File: src/rtl/truth_table_pkg.sv
// Shared types and sizes for the truth-table sweeper and its golden-value LUT.
package truth_table_pkg;

    localparam int RULE_W      = 8;
    localparam int NUM_VECTORS = 8;
    localparam int IDX_W       = 3;

    typedef enum logic [2:0] {
        IDLE,
        DRIVE,
        SETTLE,
        SAMPLE,
        DONE
    } state_t;

endpackage

File: src/rtl/lut3_cell.sv
// Combinational 3-input lookup: input index i selects rule[7-i], so the rule
// byte reads MSB-first as the truth table from {in1,in2,in3}=000 to 111.
module lut3_cell
    import truth_table_pkg::*;
(
    input  logic [RULE_W-1:0] rule_i,
    input  logic [IDX_W-1:0]  in_i,
    output logic              out_o
);

    // 7-i equals the bitwise complement of a 3-bit index
    always_comb begin
        out_o = rule_i[~in_i];
    end

endmodule

File: src/rtl/truth_table_sweeper.sv
// Walks all eight input vectors of a 3-input logic block, captures its
// response, and compares it against a latched golden truth table.
module truth_table_sweeper
    import truth_table_pkg::*;
#(
    parameter int SETTLE_W = 8
) (
    input  logic                clk,
    input  logic                rst,
    input  logic                start,
    input  logic                abort,
    input  logic [RULE_W-1:0]   rule,
    input  logic [SETTLE_W-1:0] settle,
    output logic [IDX_W-1:0]    dut_in,
    input  logic                dut_out,
    output logic                busy,
    output logic                done,
    output logic [RULE_W-1:0]   captured,
    output logic                pass,
    output logic                fail_valid,
    output logic [IDX_W-1:0]    first_fail
);

    state_t              state_q;
    logic [RULE_W-1:0]   rule_q;
    logic [SETTLE_W-1:0] settle_q;
    logic [SETTLE_W-1:0] settleCnt_q;
    logic [IDX_W-1:0]    idx_q;
    logic                busy_q;
    logic                done_q;
    logic [RULE_W-1:0]   captured_q;
    logic                pass_q;
    logic                failValid_q;
    logic [IDX_W-1:0]    firstFail_q;
    logic                golden;

    lut3_cell u_golden (
        .rule_i (rule_q),
        .in_i   (idx_q),
        .out_o  (golden)
    );

    // A single sequential block owns the whole sweep; abort overrides any
    // non-idle state so a DONE cycle being aborted produces no done pulse.
    always_ff @(posedge clk) begin
        if (rst) begin
            state_q     <= IDLE;
            rule_q      <= '0;
            settle_q    <= '0;
            settleCnt_q <= '0;
            idx_q       <= '0;
            busy_q      <= 1'b0;
            done_q      <= 1'b0;
            captured_q  <= '0;
            pass_q      <= 1'b0;
            failValid_q <= 1'b0;
            firstFail_q <= '0;
        end else begin
            done_q <= 1'b0;
            if (state_q != IDLE && abort) begin
                state_q     <= IDLE;
                busy_q      <= 1'b0;
                pass_q      <= 1'b0;
                settleCnt_q <= '0;
            end else begin
                case (state_q)
                    IDLE: begin
                        if (start && !abort) begin
                            rule_q      <= rule;
                            settle_q    <= settle;
                            idx_q       <= '0;
                            captured_q  <= '0;
                            pass_q      <= 1'b0;
                            failValid_q <= 1'b0;
                            firstFail_q <= '0;
                            busy_q      <= 1'b1;
                            state_q     <= DRIVE;
                        end
                    end
                    DRIVE: begin
                        if (settle_q != '0) begin
                            settleCnt_q <= settle_q;
                            state_q     <= SETTLE;
                        end else begin
                            state_q     <= SAMPLE;
                        end
                    end
                    SETTLE: begin
                        settleCnt_q <= settleCnt_q - SETTLE_W'(1);
                        if (settleCnt_q == SETTLE_W'(1)) begin
                            state_q <= SAMPLE;
                        end
                    end
                    SAMPLE: begin
                        captured_q[~idx_q] <= dut_out;
                        if (dut_out != golden && !failValid_q) begin
                            failValid_q <= 1'b1;
                            firstFail_q <= idx_q;
                        end
                        if (idx_q == IDX_W'(NUM_VECTORS - 1)) begin
                            state_q <= DONE;
                        end else begin
                            idx_q   <= idx_q + IDX_W'(1);
                            state_q <= DRIVE;
                        end
                    end
                    DONE: begin
                        done_q  <= 1'b1;
                        pass_q  <= (captured_q == rule_q);
                        busy_q  <= 1'b0;
                        state_q <= IDLE;
                    end
                    default: begin
                        state_q <= IDLE;
                    end
                endcase
            end
        end
    end

    assign dut_in     = idx_q;
    assign busy       = busy_q;
    assign done       = done_q;
    assign captured   = captured_q;
    assign pass       = pass_q;
    assign fail_valid = failValid_q;
    assign first_fail = firstFail_q;

endmodule

File: config.mk
export PLATFORM = sky130hd
export DESIGN_NAME = truth_table_sweeper
export DESIGN_NICKNAME = d
export VERILOG_FILES = /design/src/rtl/truth_table_pkg.sv /design/src/rtl/lut3_cell.sv /design/src/rtl/truth_table_sweeper.sv
export SDC_FILE = /design/constraint.sdc
export NUM_CORES = 1
export LEC_CHECK = 0
export CORE_MARGIN = 2
export CORE_UTILIZATION = 47
export CTS_CLUSTER_SIZE = 40
export DETAILED_ROUTE_END_ITERATION = 10
export PLACE_DENSITY = 0.81
export SLEW_MARGIN = 10
export SYNTH_ARGS = -nofsm -noshare
export SYNTH_HDL_FRONTEND = slang
export SYNTH_HIERARCHICAL = 1
export SYNTH_SLANG_ARGS = --single-unit
File: constraint.sdc
create_clock -name clk -period 1.99 [get_ports clk]
set_clock_uncertainty 0.05 [all_clocks]
set_input_delay 0.597 -clock clk [delete_from_list [all_inputs] [get_ports clk]]
set_output_delay 0.597 -clock clk [all_outputs]
set_load 0.03 [all_outputs]
==> impl_metrics.yaml, run 1 <==
grt:
  antenna_found_initial: 0
  grt_max_degree: 24
  grt_pass1_wl_um: 10000
  grt_usage: 0.237
  first_global_vias: 2169
  grt_overflow: 0
synth:
  synth-seq-area-share: 0.387
  synth_area_mm2: 0.00233
  synth-seq-cells: 45
  synth_flop_cell: "dfxtp_1"
  yosysWarnings: 6
  synthCells: 287
  synth_top_area_share: 0.387
  synthTopCellsByArea: "dfxtp_1, a21oi_1, nand2_1"
  ys_async_sr_fraction: 0
  synth_fp_nets: 312
  postSynthAreaPerCell_um2: 8.10
  yosys.cell_types.count: 46
  synth_edf_count: 0
  yosysTopAreaCell: "dfxtp_1"
power:
  ir_worst_vdd_mv: 0.451
  power_uw: 1900
  powerDensity_mw_per_mm2: 623
  p_leak_uw: 0.00118
cts:
  clock-sinks: 45
  postCtsSetupRepairBufs: 0
  hold_buffers: 0
  numCtsBuffers: 5
  clk_latency_ps: 310
  cts_tree: "built"
  clk_path_buf_depth: 2
  clkTransAtPathRegs_ps: 80
  htreeDepth: 2
  cts_root_buffer: "clkbuf_8"
floorplanning:
  core_mm2: 0.00475
  chipHeight_um: 74.4
  die_area_mm2: 0.00553
  die_x_um: 74.4
  initial_utilization: 0.489
  io_pins: 39
  rows: 25
timing:
  setup_viol: 0
  slew_headroom: 0.636
  period_minus_slack_ps: 1950
  final-hold-violation-count: 0
  tightestPinTransition_ps: 541
  fin_ws_ps: 35.8
  fmax_mhz: 512
  grt_setup_unrepaired: "yes"
  fin_tns_setup_ps: 0
  period_share: 0.982
  drv_slew: 0
cells_and_area:
  drive_gt1_frac: 0.154
  syn_to_final_growth_pct: 31.1
  multiInputGateArea_mm2: 0.00134
  fin_nets: 368
  final_cell_area_mm2: 0.00305
  seq_area_um2: 906
  fin_util: 0.642
  antenna_cells: 0
  n_fill_cell: 406
job:
  drv_cap: 0
critical_path:
  critPathKind: "reg2reg"
  cp_max_fo: 4
  critPathArrivalTime_ps: 2090
  cp-start-kind: "flip-flop"
  cp.required_ps: 2130
  setup.worst_path.end_class: "flip-flop"
min_path:
  hold_class: "reg2reg"
status:
  status: "finished, final reports clean"
place:
  place_area_mm2: 0.00293
  gp_congestion: 0.850
  place_ws_ps: -161
  dp_hpwl_um: 4380
  place.port_buffers: 38
drt:
  drtIter0Drc: 194
  first_pass_iters: 4
  viasPerCell: 5.58
  ant_nets: 0
  routedWlPerCell_um: 14.9
  vias: 2292
  route.detailed.drc: 0
  routed_wl_um: 6120
critical path, cell delays in order, from the launching register on:
cell     delay [ps]
dfxtp_4         390
mux4_2          510
mux2_4          320
xnor2_4         150
o21a_1          220
o21ai_2         140
a21oi_2          70
repair_timing:
action / in CTS / in global routing
setup endpoints to repair: 17 / 5
gates resized for setup: 19 / 12
pin swaps: 0 / 6
state kept, by name, indices dropped and copies added, names as in the netlist:
signal	count
captured	8
rule_q	8
settleCnt_q	8
settle_q	8
dut_in	3
first_fail	3
state_q	3
busy	1
done	1
fail_valid	1
pass	1
path summary, 6_finish.rpt:
path / start / to / slack (ps) / cells past startpoint
worst max register to register: dut_in[0] / first_fail[0] / 40 / 6
worst min-delay path: first_fail[2] / first_fail[2] / 420 / 2
worst min register to register: first_fail[2] / first_fail[2] / 420 / 2
worst max-delay path: dut_in[0] / first_fail[0] / 40 / 6
kinds of logic after synthesis:
logic type	Yosys count	synth area share
and+or+nand+nor	109	0.246
AOI/OAI and AO/OA	89	0.217
DFF	45	0.387
buffers and inverters	25	0.0538
xor gates and xnor gates	10	0.0377
muxes	5	0.0360
adders and majority gates	4	0.0215
cell type report:
cell class / count / area share
sequential: 45 / 0.297
timing repair buffer: 70 / 0.204
clock inverter: 1 / 0.00246
inverter: 4 / 0.00492
tap: 67 / 0.0275
multi-input combinational: 217 / 0.439
clock buffer: 7 / 0.0250
metal layers:
layer,up-vias,global-route usage,share of wire
met1,1076,0.284,0.42
met4,0,0.105,0.027
li1,1131,-,-
met2,72,0.407,0.51
met5,-,0,0
met3,13,0.0515,0.039
power breakdown:
group	total (uW)	leakage, uW	switching [uW]	internal (uW)
Clock	563	0.0000385	314	249
Sequential	962	0.000366	32.2	929
Combinational	375	0.000771	193	182
cells in the mapped netlist (3+ instances only):
master	instances
nor2_1	13
nor3b_1	3
ha_1	4
xnor2_1	10
o21ai_0	18
dfxtp_1	45
buf_2	7
nand3b_1	3
a21oi_1	48
nand2_1	49
inv_1	4
nand4_1	5
a31oi_1	3
o22ai_1	5
nor3_1	5
nand2b_1	3
nand3_1	7
and2_1	3
clkbuf_1	11
buf_6	3
nor2b_1	4
layout by cell type (no fill, tap or decap), drive strengths merged, types with 4 or more instances in the layout:
cell / instances
dlygate4sd2: 13
xnor2: 10
buf: 32
nand4: 5
nand3: 7
dfxtp: 45
inv: 4
o21ai: 18
nand2: 49
nor2b: 4
o22ai: 5
a21oi: 49
clkbuf: 7
ha: 4
nor3: 5
clkdlybuf4s50: 23
nor2: 13
nor3b: 4
metrics by stage:
stage | hold WS (ps) | instances
global route | 449 | 411
global placement | 412 | 403
CTS | 428 | 411
floorplan | 394 | 287
detailed placement | 417 | 403
finish | 424 | 411
Power figures use the tool's default switching activity.
==> run 2, diff against run 1 <==
Clock period 1.99 ns to 1.7 ns, I/O delays scaled along.
==> run 2 against run 1 <==
Net effect:
- the run now ends with setup timing left
- worst hold slack got worse by 1.1 ps
- cell area rose by 9.6%
- setup slack got worse by 280 ps
- critical endpoint unchanged
- clock power rose by 26%
- sequential power rose by 17%
- largest power group unchanged
- non-clock buffer count rose by 23
- global-route usage rose by 2.2 points
- combinational power rose by 45%
==> impl_metrics.yaml, run 2 (same netlist as run 1, synthesis figures left out) <==
critical_path:
  critPathSlowestCell: "mux4_2"
  r2r_start: "dut_in[0]"
  cp-start-kind: "flip-flop"
  setup.worst_path.end_class: "flip-flop"
  rr_endpoint: "first_fail[0]"
  reg2reg_slack_ps: -240
  slowest_delay_ps: 490
  critPathKind: "reg2reg"
  cp.required_ps: 1830
  cp_max_fo: 3
  crit_end: "first_fail[0]"
  path_cells: "mux4_2 -> mux2_4 -> xnor2_4 -> o21a_1 -> o21ai_1 -> a21oi_1"
  critPathArrivalTime_ps: 2070
  startpoint: "dut_in[0]"
  reg2reg_depth: 6
status:
  failed_checks: "setup timing"
  status: "finished, violations left"
timing:
  drv_slew: 0
  fmax_mhz: 515
  fin_ws_ps: -241
  final-hold-violation-count: 0
  slew_headroom: 0.737
  period_share: 1.14
  period_minus_slack_ps: 1940
  setup_viol: 7
  grt_setup_unrepaired: "yes"
  tightestPinTransition_ps: 392
  whs_ps: 423
grt:
  grt_overflow: 0
  first_global_vias: 2475
  antenna_found_initial: 0
  grt_usage: 0.259
  grt_pass1_wl_um: 11000
  grt_max_degree: 23
place:
  place.port_buffers: 38
  place_area_mm2: 0.00309
  place_ws_ps: -355
  dp_hpwl_um: 4790
  gp_congestion: 0.908
cells_and_area:
  n_fill_cell: 379
  mostFrequentLayoutCell: "buf_4"
  final_cell_mix: "buf_4, nand2_1, a21oi_1"
  fin_nets: 391
  antenna_cells: 0
  final_cell_area_mm2: 0.00334
  syn_to_final_growth_pct: 43.7
  seq_area_um2: 908
  drive_gt1_frac: 0.270
  fin_util: 0.703
  multiInputGateArea_mm2: 0.00145
floorplanning:
  io_pins: 39
  initial_utilization: 0.489
  die_area_mm2: 0.00553
  core_mm2: 0.00475
  die_x_um: 74.4
  rows: 25
  chipHeight_um: 74.4
cts:
  clk_latency_ps: 300
  cts_root_buffer: "clkbuf_8"
  htreeDepth: 2
  clk_path_buf_depth: 2
  hold_buffers: 0
  clkTransAtPathRegs_ps: 90
  numCtsBuffers: 5
  cts_tree: "built"
  clock-sinks: 45
drt:
  viasPerCell: 5.85
  first_pass_iters: 5
  routedWlPerCell_um: 16.6
  ant_nets: 0
  routed_wl_um: 7210
  vias: 2539
  route.detailed.drc: 0
  drtIter0Drc: 177
power:
  powerDensity_mw_per_mm2: 712
  power_uw: 2380
  p_leak_uw: 0.00132
  ir_worst_vdd_mv: 0.518
min_path:
  hold_class: "reg2reg"
  whs_path_depth: 2
job:
  drv_cap: 0
==> run 2: how the worst min path moves through the flow <==
| stage | startpoint | to | slack, ps |
|---|---|---|---|
| 2_1_floorplan | settleCnt_q[7] | settleCnt_q[7] | 390 |
| 3_3_place_gp | busy | busy | 410 |
| 3_5_place_dp | pass | pass | 410 |
| 4_1_cts | busy | busy | 420 |
| 5_1_grt | busy | busy | 450 |
| 6_report | busy | busy | 420 |
==> run 2: report_power, final <==
part	switching, uW	internal (uW)
combinational	270	273
sequential	40.0	1090
clock	410	297
total	720	1660
==> run 2: critical path: cells and delay by family (launching register included) <==
kind	cells	cell delay, ps
mux	2	790
flops	1	380
compound gates	3	450
xor+xnor	1	150
==> run 2: timing repair <==
item	CTS	global route
resized for setup	22	27
cloned	0	1
endpoints found under the hold margin	0	0
buffers inserted	0	2
setup endpoints to repair	51	42
pin swaps	2	10
==> run 2: final cells by class <==
| type | count | share of cell area |
|---|---|---|
| multi-input cells | 217 | 0.434 |
| flip-flops and latches | 45 | 0.272 |
| repair buffers | 93 | 0.237 |
| well taps | 67 | 0.0251 |
| clock buffers | 5 | 0.0206 |
| clock inverters | 3 | 0.00749 |
| inverters | 4 | 0.00449 |
==> run 2: per-stage QoR <==
step	setup TNS (ps)	std cells
2_1_floorplan	-780	287
3_3_place_gp	-9590	423
3_5_place_dp	-11090	423
4_1_cts	-768	431
5_1_grt	-1910	434
6_report	-902	434
==> run 2: routing by layer <==
| layer | GRT usage | part of all wire | up-vias |
|---|---|---|---|
| li1 | - | - | 1175 |
| met1 | 0.313 | 0.39 | 1203 |
| met2 | 0.438 | 0.50 | 132 |
| met3 | 0.0474 | 0.064 | 29 |
| met4 | 0.139 | 0.039 | 0 |
| met5 | 0 | 0 | - |
==> RTL change: new RTL, flow settings as in run 2 <==
Set the parameter `SETTLE_W` to 6 (it was 8).
--- a/src/rtl/truth_table_sweeper.sv
+++ b/src/rtl/truth_table_sweeper.sv
@@ -4,5 +4,5 @@
     import truth_table_pkg::*;
 #(
-    parameter int SETTLE_W = 8
+    parameter int SETTLE_W = 6
 ) (
     input  logic                clk,
Ports: changed (resized settle); port bits go from 39 to 37. No check against the original RTL was run, so the function may have changed too.
==> RTL change against run 2 <==
The flow still finishes with violations (negative setup slack). Global-route usage is 2.7 points lower. Wire length fell by 20%. Sequential share of layout area increased by 0.28 points. Utilization fell by 1.0 points. Design area is 9.7% lower. Maximum frequency down 3.5%. Synthesized cell count decreased by 16%. Sequential cell count is 4 lower. Critical path depth stayed put. Worst setup slack got worse by 0.071 ns. Power up 1.9%. Synthesized area is 9.3% lower. Largest cell class unchanged.
==> RTL change: results (changes against run 2) <==
stage,metric,value,unit,change
run_status,status,"finished, violations left",,
run_status,violated checks,negative setup slack,,
power_and_ir_drop,switching pwr,653,uW,-9.3%
sta,final setup fails,9,,+2
routing,routed length on met3,304,um,-34%
sta,Hold WS,0.423,ns,+0.000486 ns
power_and_ir_drop,Peak VDD IR,0.557,mV,+7.7%
layout,Non-clock buffer share,23.6,%,-0.057 points
layout,Non-clk bufs,81,,-13%
layout,#MultiIn Comb,180,,-17%
placement,HPWL Detailed,4170,um,-13%
power_and_ir_drop,sequential power,1060,uW,-6%
synthesis,Yosys cell types,58,,+26%
placement,DP Area,2820,um2,-8.7%
synthesis,"Seq/Total Area, Yosys",38.9,%,+0.16 points
cts,Sink Count,41,,-8.9%
layout,Register Area,828,um2,-8.8%
routing,DRT Pass-1 Iters,4,,-1
synthesis,Adder-Cell Fraction of Synth Area,2.37,%,+0.22 points
worst_hold_path,worst min-delay path startpoint,pass$_SDFFE_PP0P_,,
worst_setup_path,maximum fanout along the worst path,8,,+5
power_and_ir_drop,total combinational power,542,uW,about the same
die,die area,5040,um2,-8.8%
layout,CLK BUF,7,,+2
layout,Final #Nets,336,,-14%
routing,Via density,5.76,,-1.5%
layout,fill count,345,,-9.0%
sta,final setup margin,-0.312,ns,-0.0710 ns
[RTL change: cell types whose count changed after synthesis, sizes merged, moves of 5 or more]
| cell | delta |
|---|---|
| a21oi | -26 |
| o21ai | -11 |
| nand2 | -6 |
| o22ai | -5 |
[RTL change: timing repair]
| action | 4_1_cts | 5_1_grt |
|---|---|---|
| endpoints found under the setup margin | 48 | 17 |
| resized for setup | 30 | 7 |
| pin swaps | 5 | 9 |
| cloned | 1 | 0 |
| buffers inserted | 1 | 0 |
[RTL change: critical path, cell delays in order, from the launching register on]
cell and delay [ns]:
dfxtp_4 0.38, mux4_2 0.50, mux2_4 0.32, xnor2_4 0.14, o21ai_4 0.23, a21oi_2 0.09
a41o_1 0.21
[RTL change: metrics by stage]
step                      setup slack (ns)  std cells  setup TNS (ns)
after CTS                           -0.290        366           -1.63
final                               -0.312        366           -1.67
after global routing                -0.362        366           -2.14
after detailed placement            -0.565        356          -15.32
after floorplan                     -0.315        240           -1.21
after global placement              -0.542        356          -14.56
